$ cat src/rtl/uart_mmio_fifo.sv
// Memory-mapped UART slave: TX FIFO + serializer, 2-flop RX synchronizer +
// deserializer + RX FIFO, and STATUS/CTRL registers decoded from address[3:2].
module uart_mmio_fifo #(
    parameter int DATA_WIDTH   = 32,
    parameter int CLKS_PER_BIT = 434,
    parameter int FIFO_DEPTH   = 4
) (
    input  logic                  clk,
    input  logic                  rst_n,
    input  logic [DATA_WIDTH-1:0] wd,
    input  logic [31:0]           address,
    input  logic                  we,
    input  logic                  re,
    output logic [DATA_WIDTH-1:0] rd,
    input  logic                  rx,
    output logic                  tx
);

    localparam int PW = $clog2(FIFO_DEPTH);
    localparam int CW = PW + 1;
    localparam int BW = $clog2(CLKS_PER_BIT);
    localparam logic [BW-1:0] BAUD_LAST = BW'(CLKS_PER_BIT - 1);
    localparam logic [BW-1:0] BAUD_HALF = BW'(CLKS_PER_BIT / 2 - 1);
    localparam logic [CW-1:0] DEPTH_C   = CW'(FIFO_DEPTH);

    typedef enum logic [1:0] {TX_IDLE, TX_START, TX_DATA, TX_STOP} tx_state_t;
    typedef enum logic [2:0] {RX_IDLE, RX_START, RX_DATA, RX_STOP, RX_WAIT} rx_state_t;

    // Register decode
    logic [1:0] reg_sel;
    assign reg_sel = address[3:2];

    // Only the low byte of wd and address[3:2] carry meaning
    logic unused_inputs;
    assign unused_inputs = ^{address[31:4], address[1:0], wd[DATA_WIDTH-1:8]};

    // ---------------- TX FIFO ----------------
    logic [7:0]    tx_mem [FIFO_DEPTH];
    logic [PW-1:0] tx_wr_ptr_q, tx_rd_ptr_q;
    logic [CW-1:0] tx_count_q;
    logic          tx_full, tx_empty, tx_push, tx_pop;

    assign tx_full  = (tx_count_q == DEPTH_C);
    assign tx_empty = (tx_count_q == '0);
    assign tx_push  = we && (reg_sel == 2'd0) && !tx_full;

    // TX storage write (no reset: contents are meaningless once pointers reset)
    always_ff @(posedge clk) begin
        if (tx_push) tx_mem[tx_wr_ptr_q] <= wd[7:0];
    end

    // TX FIFO pointers and occupancy
    always_ff @(posedge clk or negedge rst_n) begin
        if (!rst_n) begin
            tx_wr_ptr_q <= '0;
            tx_rd_ptr_q <= '0;
            tx_count_q  <= '0;
        end else begin
            if (tx_push) tx_wr_ptr_q <= tx_wr_ptr_q + PW'(1);
            if (tx_pop)  tx_rd_ptr_q <= tx_rd_ptr_q + PW'(1);
            case ({tx_push, tx_pop})
                2'b10:   tx_count_q <= tx_count_q + CW'(1);
                2'b01:   tx_count_q <= tx_count_q - CW'(1);
                default: tx_count_q <= tx_count_q;
            endcase
        end
    end

    // ---------------- TX serializer ----------------
    tx_state_t     tx_state_q, tx_state_d;
    logic [BW-1:0] tx_baud_q, tx_baud_d;
    logic [2:0]    tx_bit_q, tx_bit_d;
    logic [7:0]    tx_shift_q, tx_shift_d;
    logic          tx_q, tx_d;

    // TX state register; tx line is registered so it is glitch-free
    always_ff @(posedge clk or negedge rst_n) begin
        if (!rst_n) begin
            tx_state_q <= TX_IDLE;
            tx_baud_q  <= '0;
            tx_bit_q   <= '0;
            tx_shift_q <= '0;
            tx_q       <= 1'b1;
        end else begin
            tx_state_q <= tx_state_d;
            tx_baud_q  <= tx_baud_d;
            tx_bit_q   <= tx_bit_d;
            tx_shift_q <= tx_shift_d;
            tx_q       <= tx_d;
        end
    end

    // TX next state: frame timing and FIFO pop; line level follows the next state
    always_comb begin
        tx_state_d = tx_state_q;
        tx_baud_d  = tx_baud_q;
        tx_bit_d   = tx_bit_q;
        tx_shift_d = tx_shift_q;
        tx_pop     = 1'b0;
        case (tx_state_q)
            TX_IDLE: begin
                if (!tx_empty) begin
                    tx_pop     = 1'b1;
                    tx_shift_d = tx_mem[tx_rd_ptr_q];
                    tx_baud_d  = '0;
                    tx_state_d = TX_START;
                end
            end
            TX_START: begin
                if (tx_baud_q == BAUD_LAST) begin
                    tx_baud_d  = '0;
                    tx_bit_d   = '0;
                    tx_state_d = TX_DATA;
                end else begin
                    tx_baud_d = tx_baud_q + BW'(1);
                end
            end
            TX_DATA: begin
                if (tx_baud_q == BAUD_LAST) begin
                    tx_baud_d  = '0;
                    tx_shift_d = {1'b0, tx_shift_q[7:1]};
                    if (tx_bit_q == 3'd7) tx_state_d = TX_STOP;
                    else                  tx_bit_d   = tx_bit_q + 3'd1;
                end else begin
                    tx_baud_d = tx_baud_q + BW'(1);
                end
            end
            TX_STOP: begin
                if (tx_baud_q == BAUD_LAST) begin
                    tx_baud_d  = '0;
                    tx_state_d = TX_IDLE;
                end else begin
                    tx_baud_d = tx_baud_q + BW'(1);
                end
            end
            default: tx_state_d = TX_IDLE;
        endcase
        case (tx_state_d)
            TX_START: tx_d = 1'b0;
            TX_DATA:  tx_d = tx_shift_d[0];
            default:  tx_d = 1'b1;
        endcase
    end

    assign tx = tx_q;

    // ---------------- RX synchronizer ----------------
    logic rx_sync1_q, rx_sync2_q, rx_s;

    // Two-flop synchronizer for the asynchronous rx pin, idles high
    always_ff @(posedge clk or negedge rst_n) begin
        if (!rst_n) begin
            rx_sync1_q <= 1'b1;
            rx_sync2_q <= 1'b1;
        end else begin
            rx_sync1_q <= rx;
            rx_sync2_q <= rx_sync1_q;
        end
    end
    assign rx_s = rx_sync2_q;

    // ---------------- RX deserializer ----------------
    rx_state_t     rx_state_q, rx_state_d;
    logic [BW-1:0] rx_baud_q, rx_baud_d;
    logic [2:0]    rx_bit_q, rx_bit_d;
    logic [7:0]    rx_shift_q, rx_shift_d;
    logic          rx_push_req, rx_ferr_set;

    // RX state register
    always_ff @(posedge clk or negedge rst_n) begin
        if (!rst_n) begin
            rx_state_q <= RX_IDLE;
            rx_baud_q  <= '0;
            rx_bit_q   <= '0;
            rx_shift_q <= '0;
        end else begin
            rx_state_q <= rx_state_d;
            rx_baud_q  <= rx_baud_d;
            rx_bit_q   <= rx_bit_d;
            rx_shift_q <= rx_shift_d;
        end
    end

    // RX next state: mid-bit sampling, glitch rejection, stop-bit validation
    always_comb begin
        rx_state_d  = rx_state_q;
        rx_baud_d   = rx_baud_q;
        rx_bit_d    = rx_bit_q;
        rx_shift_d  = rx_shift_q;
        rx_push_req = 1'b0;
        rx_ferr_set = 1'b0;
        case (rx_state_q)
            RX_IDLE: begin
                if (!rx_s) begin
                    rx_baud_d  = '0;
                    rx_state_d = RX_START;
                end
            end
            RX_START: begin
                if (rx_baud_q == BAUD_HALF) begin
                    rx_baud_d  = '0;
                    rx_bit_d   = '0;
                    rx_state_d = rx_s ? RX_IDLE : RX_DATA;
                end else begin
                    rx_baud_d = rx_baud_q + BW'(1);
                end
            end
            RX_DATA: begin
                if (rx_baud_q == BAUD_LAST) begin
                    rx_baud_d  = '0;
                    rx_shift_d = {rx_s, rx_shift_q[7:1]};
                    if (rx_bit_q == 3'd7) rx_state_d = RX_STOP;
                    else                  rx_bit_d   = rx_bit_q + 3'd1;
                end else begin
                    rx_baud_d = rx_baud_q + BW'(1);
                end
            end
            RX_STOP: begin
                if (rx_baud_q == BAUD_LAST) begin
                    rx_baud_d = '0;
                    if (rx_s) begin
                        rx_push_req = 1'b1;
                        rx_state_d  = RX_IDLE;
                    end else begin
                        rx_ferr_set = 1'b1;
                        rx_state_d  = RX_WAIT;
                    end
                end else begin
                    rx_baud_d = rx_baud_q + BW'(1);
                end
            end
            RX_WAIT: begin
                if (rx_s) rx_state_d = RX_IDLE;
            end
            default: rx_state_d = RX_IDLE;
        endcase
    end

    // ---------------- RX FIFO ----------------
    logic [7:0]    rx_mem [FIFO_DEPTH];
    logic [PW-1:0] rx_wr_ptr_q, rx_rd_ptr_q;
    logic [CW-1:0] rx_count_q;
    logic          rx_full, rx_empty, rx_push, rx_pop;

    assign rx_full  = (rx_count_q == DEPTH_C);
    assign rx_empty = (rx_count_q == '0);
    assign rx_pop   = re && (reg_sel == 2'd1) && !rx_empty;
    // A simultaneous pop frees a slot, so a push into a full FIFO is still taken
    assign rx_push  = rx_push_req && (!rx_full || rx_pop);

    // RX storage write
    always_ff @(posedge clk) begin
        if (rx_push) rx_mem[rx_wr_ptr_q] <= rx_shift_q;
    end

    // RX FIFO pointers and occupancy
    always_ff @(posedge clk or negedge rst_n) begin
        if (!rst_n) begin
            rx_wr_ptr_q <= '0;
            rx_rd_ptr_q <= '0;
            rx_count_q  <= '0;
        end else begin
            if (rx_push) rx_wr_ptr_q <= rx_wr_ptr_q + PW'(1);
            if (rx_pop)  rx_rd_ptr_q <= rx_rd_ptr_q + PW'(1);
            case ({rx_push, rx_pop})
                2'b10:   rx_count_q <= rx_count_q + CW'(1);
                2'b01:   rx_count_q <= rx_count_q - CW'(1);
                default: rx_count_q <= rx_count_q;
            endcase
        end
    end

    // ---------------- Sticky flags ----------------
    logic overrun_q, overrun_d, frame_err_q, frame_err_d, ctrl_clr;

    assign ctrl_clr = we && (reg_sel == 2'd3) && wd[0];

    // Sticky flag next state: a new event on the clearing edge wins
    always_comb begin
        overrun_d   = overrun_q;
        frame_err_d = frame_err_q;
        if (ctrl_clr) begin
            overrun_d   = 1'b0;
            frame_err_d = 1'b0;
        end
        if (rx_push_req && rx_full && !rx_pop) overrun_d = 1'b1;
        if (rx_ferr_set) frame_err_d = 1'b1;
    end

    // Sticky flag registers
    always_ff @(posedge clk or negedge rst_n) begin
        if (!rst_n) begin
            overrun_q   <= 1'b0;
            frame_err_q <= 1'b0;
        end else begin
            overrun_q   <= overrun_d;
            frame_err_q <= frame_err_d;
        end
    end

    // ---------------- Read mux ----------------
    logic tx_busy;
    assign tx_busy = (tx_state_q != TX_IDLE);

    // Combinational read data; RXDATA shows the current head (pre-pop value)
    always_comb begin
        rd = '0;
        case (reg_sel)
            2'd1: if (!rx_empty) rd[7:0] = rx_mem[rx_rd_ptr_q];
            2'd2: rd[6:0] = {frame_err_q, tx_busy, overrun_q, rx_full,
                             rx_empty, tx_empty, tx_full};
            default: rd = '0;
        endcase
    end

endmodule

$ cat config.mk
export PLATFORM = sky130hd
export DESIGN_NAME = uart_mmio_fifo
export DESIGN_NICKNAME = d
export VERILOG_FILES = /design/src/rtl/uart_mmio_fifo.sv
export SDC_FILE = /design/constraint.sdc
export NUM_CORES = 1
export LEC_CHECK = 0
export BUFFER_PORTS_ARGS = -buffer_cell sky130_fd_sc_hd__clkbuf_2
export CORE_UTILIZATION = 33
export DETAILED_ROUTE_END_ITERATION = 6
export PLACE_DENSITY = 0.6
export SLEW_MARGIN = 30
export SYNTH_ARGS = -nofsm -noshare
export SYNTH_HDL_FRONTEND = slang
export SYNTH_SLANG_ARGS = --single-unit
export TNS_END_PERCENT = 50
$ cat constraint.sdc
create_clock -name clk -period 2.4 [get_ports clk]
set_input_delay 0.48 -clock clk [delete_from_list [all_inputs] [get_ports clk]]
set_output_delay 0.48 -clock clk [all_outputs]
set_load 0.005 [all_outputs]
* Word level (Yosys, flattened, before mapping) *
Memory sizes are Yosys's and may differ from the RTL's.
Cells that the tools add are included.

cells by class
  equal/unequal tests = 34
  reduce and logical (&&, ||, !) cells = 36
  muxes and demuxes = 54
  add/subtract/negate cells = 12

operators by type and width
  cell                                                             count
  9-bit 2-to-1 mux                                                 5
  3-bit 2-to-1 mux                                                 13
  9-bit case mux with 3 select lines                               1
  8-bit 2-to-1 mux                                                 3
  3-bit case mux with 2 select lines                               4
  2-bit inequality test, second input constant                     11
  9-bit by 1-bit adder with 9-bit output, second input constant    2
  9-bit == test, second input constant                             2
  9-bit case mux with 2 select lines                               1
  1-bit 2-to-1 mux                                                 16
  8-bit case mux with 2 select lines                               1
  2-bit nonzero test                                               8
  3-bit == test, second input constant                             5
  3-bit case mux with 5 select lines                               1
  2-bit == test, second input constant                             7
  7-bit case mux with 2 select lines                               1
  3-bit by 1-bit adder with 3-bit output, second input constant    4
  2-bit 2-to-1 mux                                                 6
  2-bit by 1-bit == test with 1-bit output, second input constant  5
  9-bit by 8-bit == test with 1-bit output, second input constant  1
  1-bit logical AND                                                9
  3-bit logical NOT                                                3
  2-bit by 1-bit adder with 2-bit output, second input constant    4
  2-bit case mux with 4 select lines                               1
  14 further kinds                                                 22

word-level totals
  register bits = 64
  output and inout bits = 33
  memories kept = 2
  word-level logic and storage cells = 158
  memory bits (writable) = 64
  bits of input ports = 69

memories
  memory  words  width  rd ports  clocked after Yosys merged registers in  wr ports  RTL line  text
  rx_mem  4      8      1         0                                        1         240       logic [7:0] rx_mem [FIFO_DEPTH];
  tx_mem  4      8      1         0                                        1         38        logic [7:0] tx_mem [FIFO_DEPTH];

* Logic depth before layout (Yosys ltp) *
  word-level depth = 7
  depth in mapped cells = 13
  mapped depth without buffers = 13

* Least setup slack after synthesis *
No wires, ideal clock.

  kind = reg2reg
  start point = register rx_baud_q[6]
  end point = register rx_count_q[1]
  arrival = 2.496 ns
  period minus slack after synthesis = 2.578 ns
  stages on the path, launching flop included = 10
  required time = 2.317 ns
  setup time = 0.083 ns
  path slack = -0.178 ns
  path buffers = 0
  cells stage by stage = dfrtp_1 or4b_4 nor3_4 nand4_1 and2b_2 inv_1 ha_1 inv_1 fa_1 o21ai_0

on the way
  longest elaborated chain between the ends = 6
  elaborated cells on any way between the ends = 8
  classes of those cells = 3 x eq/ne; 3 x mux; 2 x reduce/logical

ends and longest elaborated chain
  item                                                                              RTL line  text
  from (decl)                                                                       164       logic [BW-1:0] rx_baud_q, rx_baud_d;
  from (signal assigned)                                                            178       rx_baud_q <= rx_baud_d;
  9-bit == test (*)                                                                 219       if (rx_baud_q == BAUD_LAST) begin
  1-bit 2-to-1 mux (*)                                                              219
  1-bit 2-to-1 mux (*)                                                              192       case (rx_state_q)
  1-bit logical AND (*)                                                             249       assign rx_push = rx_push_req && (!rx_full || rx_pop);
  2-bit by 1-bit == test with 1-bit output / 2-bit == test (equally long branches)  265       case ({rx_push, rx_pop})
  3-bit case mux with 2 select lines / 2-bit nonzero test (equally long branches)   --
  to (signal assigned)                                                              266       2'b10: rx_count_q <= rx_count_q + CW'(1);
  to (signal assigned)                                                              267       2'b01: rx_count_q <= rx_count_q - CW'(1);
  to (signal assigned)                                                              268       default: rx_count_q <= rx_count_q;
  to (decl)                                                                         242       logic [CW-1:0] rx_count_q;

Every way passes the cells marked *; elsewhere a longest branch is shown, timed or not.
A chain may end at the register's enable or synchronous reset.

* Final worst setup path *
  start point = register rx_baud_q[3]
  end point = register rx_count_q[2]

Same word-level chain as after synthesis.

==> metrics.md <==
| Metric | Value |
|---|---|
| Starting density of the core | 0.341 |
| Final Cycle Share | 1.00 |
| Hold Buf Count CTS | 0 |
| WP data arrival | 2700 ps |
| Slew Viols, Final | 0 |
| Worst Tran Pin Value | 799 ps |
| PwrDens | 870 nW/um^2 |
| Setup crit end kind | register |
| Met3 wire len | 326 um |
| FF-to-FF Start | rx_baud_q[3] |
| Remaining DRCs | 0 |
| Final design utilization | 0.406 |
| Vias in the first global route | 3706 |
| CTS tree | done |
| Die area | 18600 um^2 |
| Post-synth EDFFs | 64 |
| Number of fill cells | 1630 |
| Post-synth top flop | edfxtp_1 |
| Area share of fa/ha/maj cells after synthesis | 0.0550 |
| Cell count after synthesis | 455 |
| CP required | 2700 ps |
| Gp weighted congestion | 0.753 |
| FFs w/ async S/R, synth | 0.500 |
| Hold Path Class | in -> async |
| Post-Syn Area | 5960 um^2 |
| Leakage power | 0.00303 uW |
| Worst-case clock buffer depth | 2 |
| Slew headroom | 0.468 |
| All-Layer GR Usage | 0.131 |
| Layout Cells excl Fill | 751 |
| Maximum clock frequency | 0.417 GHz |
| Post-synthesis mux area share | 0.0872 |
| Post-Synth Simple-Gate Area | 0.0992 |
| #FFs+latches synth | 128 |
| Cell Count Post-Placement | 716 |
| Port Buffers | 23 |
| Avg Synthesized Cell Area | 13.1 um^2 |
| WL met1 | 4840 um |
| CTS root buffer | clkbuf_16 |
| Worst IR drop on VDD | 559 uV |
| Sequential fraction of the synthesis area | 0.592 |
| ANT nets after route | 0 |
| Top-Level Pins | 102 |
| # rows | 48 |
| Pre-antenna DRT Iters | 4 |
| # setup viols final | 0 |
| Initial DRC Count | 214 |
| Worst reg2reg path endpoint | rx_count_q[2] |
| Number of diodes | 0 |
| Fin Hold WS | 35.2 ps |
| Worst r2r path cells | 11 |
| XOR/XNOR Fraction of Synth Area | 0.0221 |
| Combinational family with the most area after synthesis | simple AND/OR/NAND/NOR gates |
| Final hold violation count | 0 |
| Die width | 136 um |
| Layout cell share with drive strength beyond 1 | 0.247 |
| Clock Latency Late Sink | 420 ps |
| Routed len/inst | 14.5 um |
| Synth warn | 0 |
| Metal2 WL | 5460 um |
| Clock skew | 6.08 ps |
| Nets | 607 |
| CTS Sinks | 128 |
| Top Layer Used | met4 |
| Largest net degree at the start of global routing | 46 |
| Crit path time final | 2400 ps |
| Crit start category | register |
| Outcome | completed |
| RSZ-0062 raised after global routing | true |
| Overall Power | 6170 uW |
| Via count | 3646 |
| Netlist cell types | 57 |
| Core outline area | 17500 um^2 |
| WL final | 10900 um |
| Area Overhead vs Synth | 19.2% |
| Total gr overflow | 0 |
| DR vias/cell | 4.85 |
| Clock slew at reported path FFs | 60 ps |
| Worst Setup Path Type | reg -> reg |
| Global-route wire length before repair | 18200 um |
| Initial antenna violation count | 0 |
| Cts bufs inserted | 17 |
| Reg2reg setup slack | 0.6 ps |
| Synth Area in Compound Gates | 0.0874 |
| Max FO, Critical Path | 2 |
| H-tree levels | 4 |
| Post-DP HPWL | 7600 um |
| Die extent in y | 136 um |
| Max-Cap Viols | 0 |
## synthesized netlist by cell type (4+ instances only)
cell type | instances | area (um^2)
mux2_2 | 10 | 113
mux4_2 | 16 | 360
edfxtp_1 | 64 | 1920
a21oi_1 | 8 | 40.0
buf_4 | 24 | 180
nand3_1 | 9 | 45.0
nand2_1 | 36 | 135
and3_1 | 5 | 31.3
ha_1 | 23 | 288
xor2_1 | 7 | 61.3
clkbuf_1 | 12 | 45.0
nor2b_1 | 8 | 50.1
xnor2_1 | 8 | 70.1
a222oi_1 | 7 | 70.1
nor2_1 | 26 | 97.6
dfrtp_1 | 61 | 1530
a41oi_1 | 4 | 35.0
a22o_1 | 6 | 52.6
a22oi_1 | 6 | 45.0
a31oi_1 | 7 | 43.8
and2_1 | 10 | 62.6
o21ai_0 | 25 | 125
nor3_1 | 4 | 20.0
inv_1 | 27 | 101
## state kept, by name, summed over array words and instances, names as in the netlist, 8 cells and up
register	cells
rx_mem	32
tx_mem	32
rx_baud_q	9
tx_baud_q	9
rx_shift_q	8
tx_shift_q	8
## cell type report
type	instances	area, um^2	share of cell area
flip-flops and latches	128	3530	0.497
multi-input cells	285	2210	0.311
clock buffers	20	457	0.0643
repair buffers	54	414	0.0583
well taps	225	282	0.0397
clock inverters	12	113	0.0159
inverters	27	101	0.0143
## per-layer routing
metal	up-vias	GRT usage
li1	1736	-
met2	71	0.215
met5	-	0
met1	1818	0.160
met4	0	0.0636
met3	21	0.0350
## logic make-up (layout without fill, tap and decap cells)
family                   Yosys count  count (layout)
multiplexers                      30              30
adder cells (fa/ha/maj)           25              25
AND/OR/NAND/NOR                  116             116
AO/OA/AOI/OAI                     75              75
other                              1              24
buffers and inverters             65             113
flip-flops                       128             128
XOR/XNOR                          15              15
## metrics by stage
| step | worst slack [ps] | TNS (ps) | cell area, um^2 |
|---|---|---|---|
| 4_1_cts | -18.5 | -18.5 | 7070 |
| 3_3_place_gp | 15.3 | 0 | 6490 |
| 5_1_grt | -113 | -444 | 7100 |
| 6_report | 0.622 | 0 | 7100 |
| 3_5_place_dp | -26.5 | -26.6 | 6490 |
| 2_1_floorplan | -38.1 | -63.8 | 6060 |
## what timing repair did
item | CTS | global route
hold endpoints to repair | 0 | 0
pin swaps | 0 | 1
cloned | 0 | 0
resized for setup | 1 | 4
setup buffers | 1 | 2
setup endpoints to repair | 7 | 38
## layout by cell type (no fill, tap or decap), types with 7 or more instances in the layout
cell type,n
nor2_1,26
a222oi_1,7
o21ai_0,24
edfxtp_1,64
clkbuf_16,17
nand2_1,36
nor2b_1,8
and2_1,7
clkbuf_2,22
dfrtp_1,61
conb_1,24
inv_1,25
a31oi_1,7
xor2_1,7
nand3_1,9
a21oi_1,8
mux2_2,10
buf_4,25
mux4_2,16
ha_1,22
xnor2_1,8
## power breakdown
group / internal [uW] / switching (uW)
registers: 2550 / 283
logic: 469 / 437
clock network: 1480 / 953
total: 4500 / 1670
## critical path: stages (launching register included)
cell and delay, ps:
dfrtp_1 380, or4b_4 550, nor3_4 170, nand4_1 130, and2b_2 250, inv_2 50
ha_4 150, inv_2 50, fa_2 190, xor2_1 150, nor2_1 70, xor2_1 140
## worst max-delay path by stage
stage               depth (start not counted)            end    startpoint  slack [ps]
global placement                           11  rx_count_q[2]  rx_baud_q[3]          20
finish                                     11  rx_count_q[2]  rx_baud_q[3]         0.6
CTS                                        11  rx_count_q[2]  rx_baud_q[3]         -20
global route                               11  rx_count_q[2]  rx_baud_q[3]        -110
detailed placement                         11  rx_count_q[2]  rx_baud_q[3]         -30
floorplan                                  11  rx_count_q[2]  rx_baud_q[3]         -40
No activity file was read; power rests on OpenSTA's default activity.
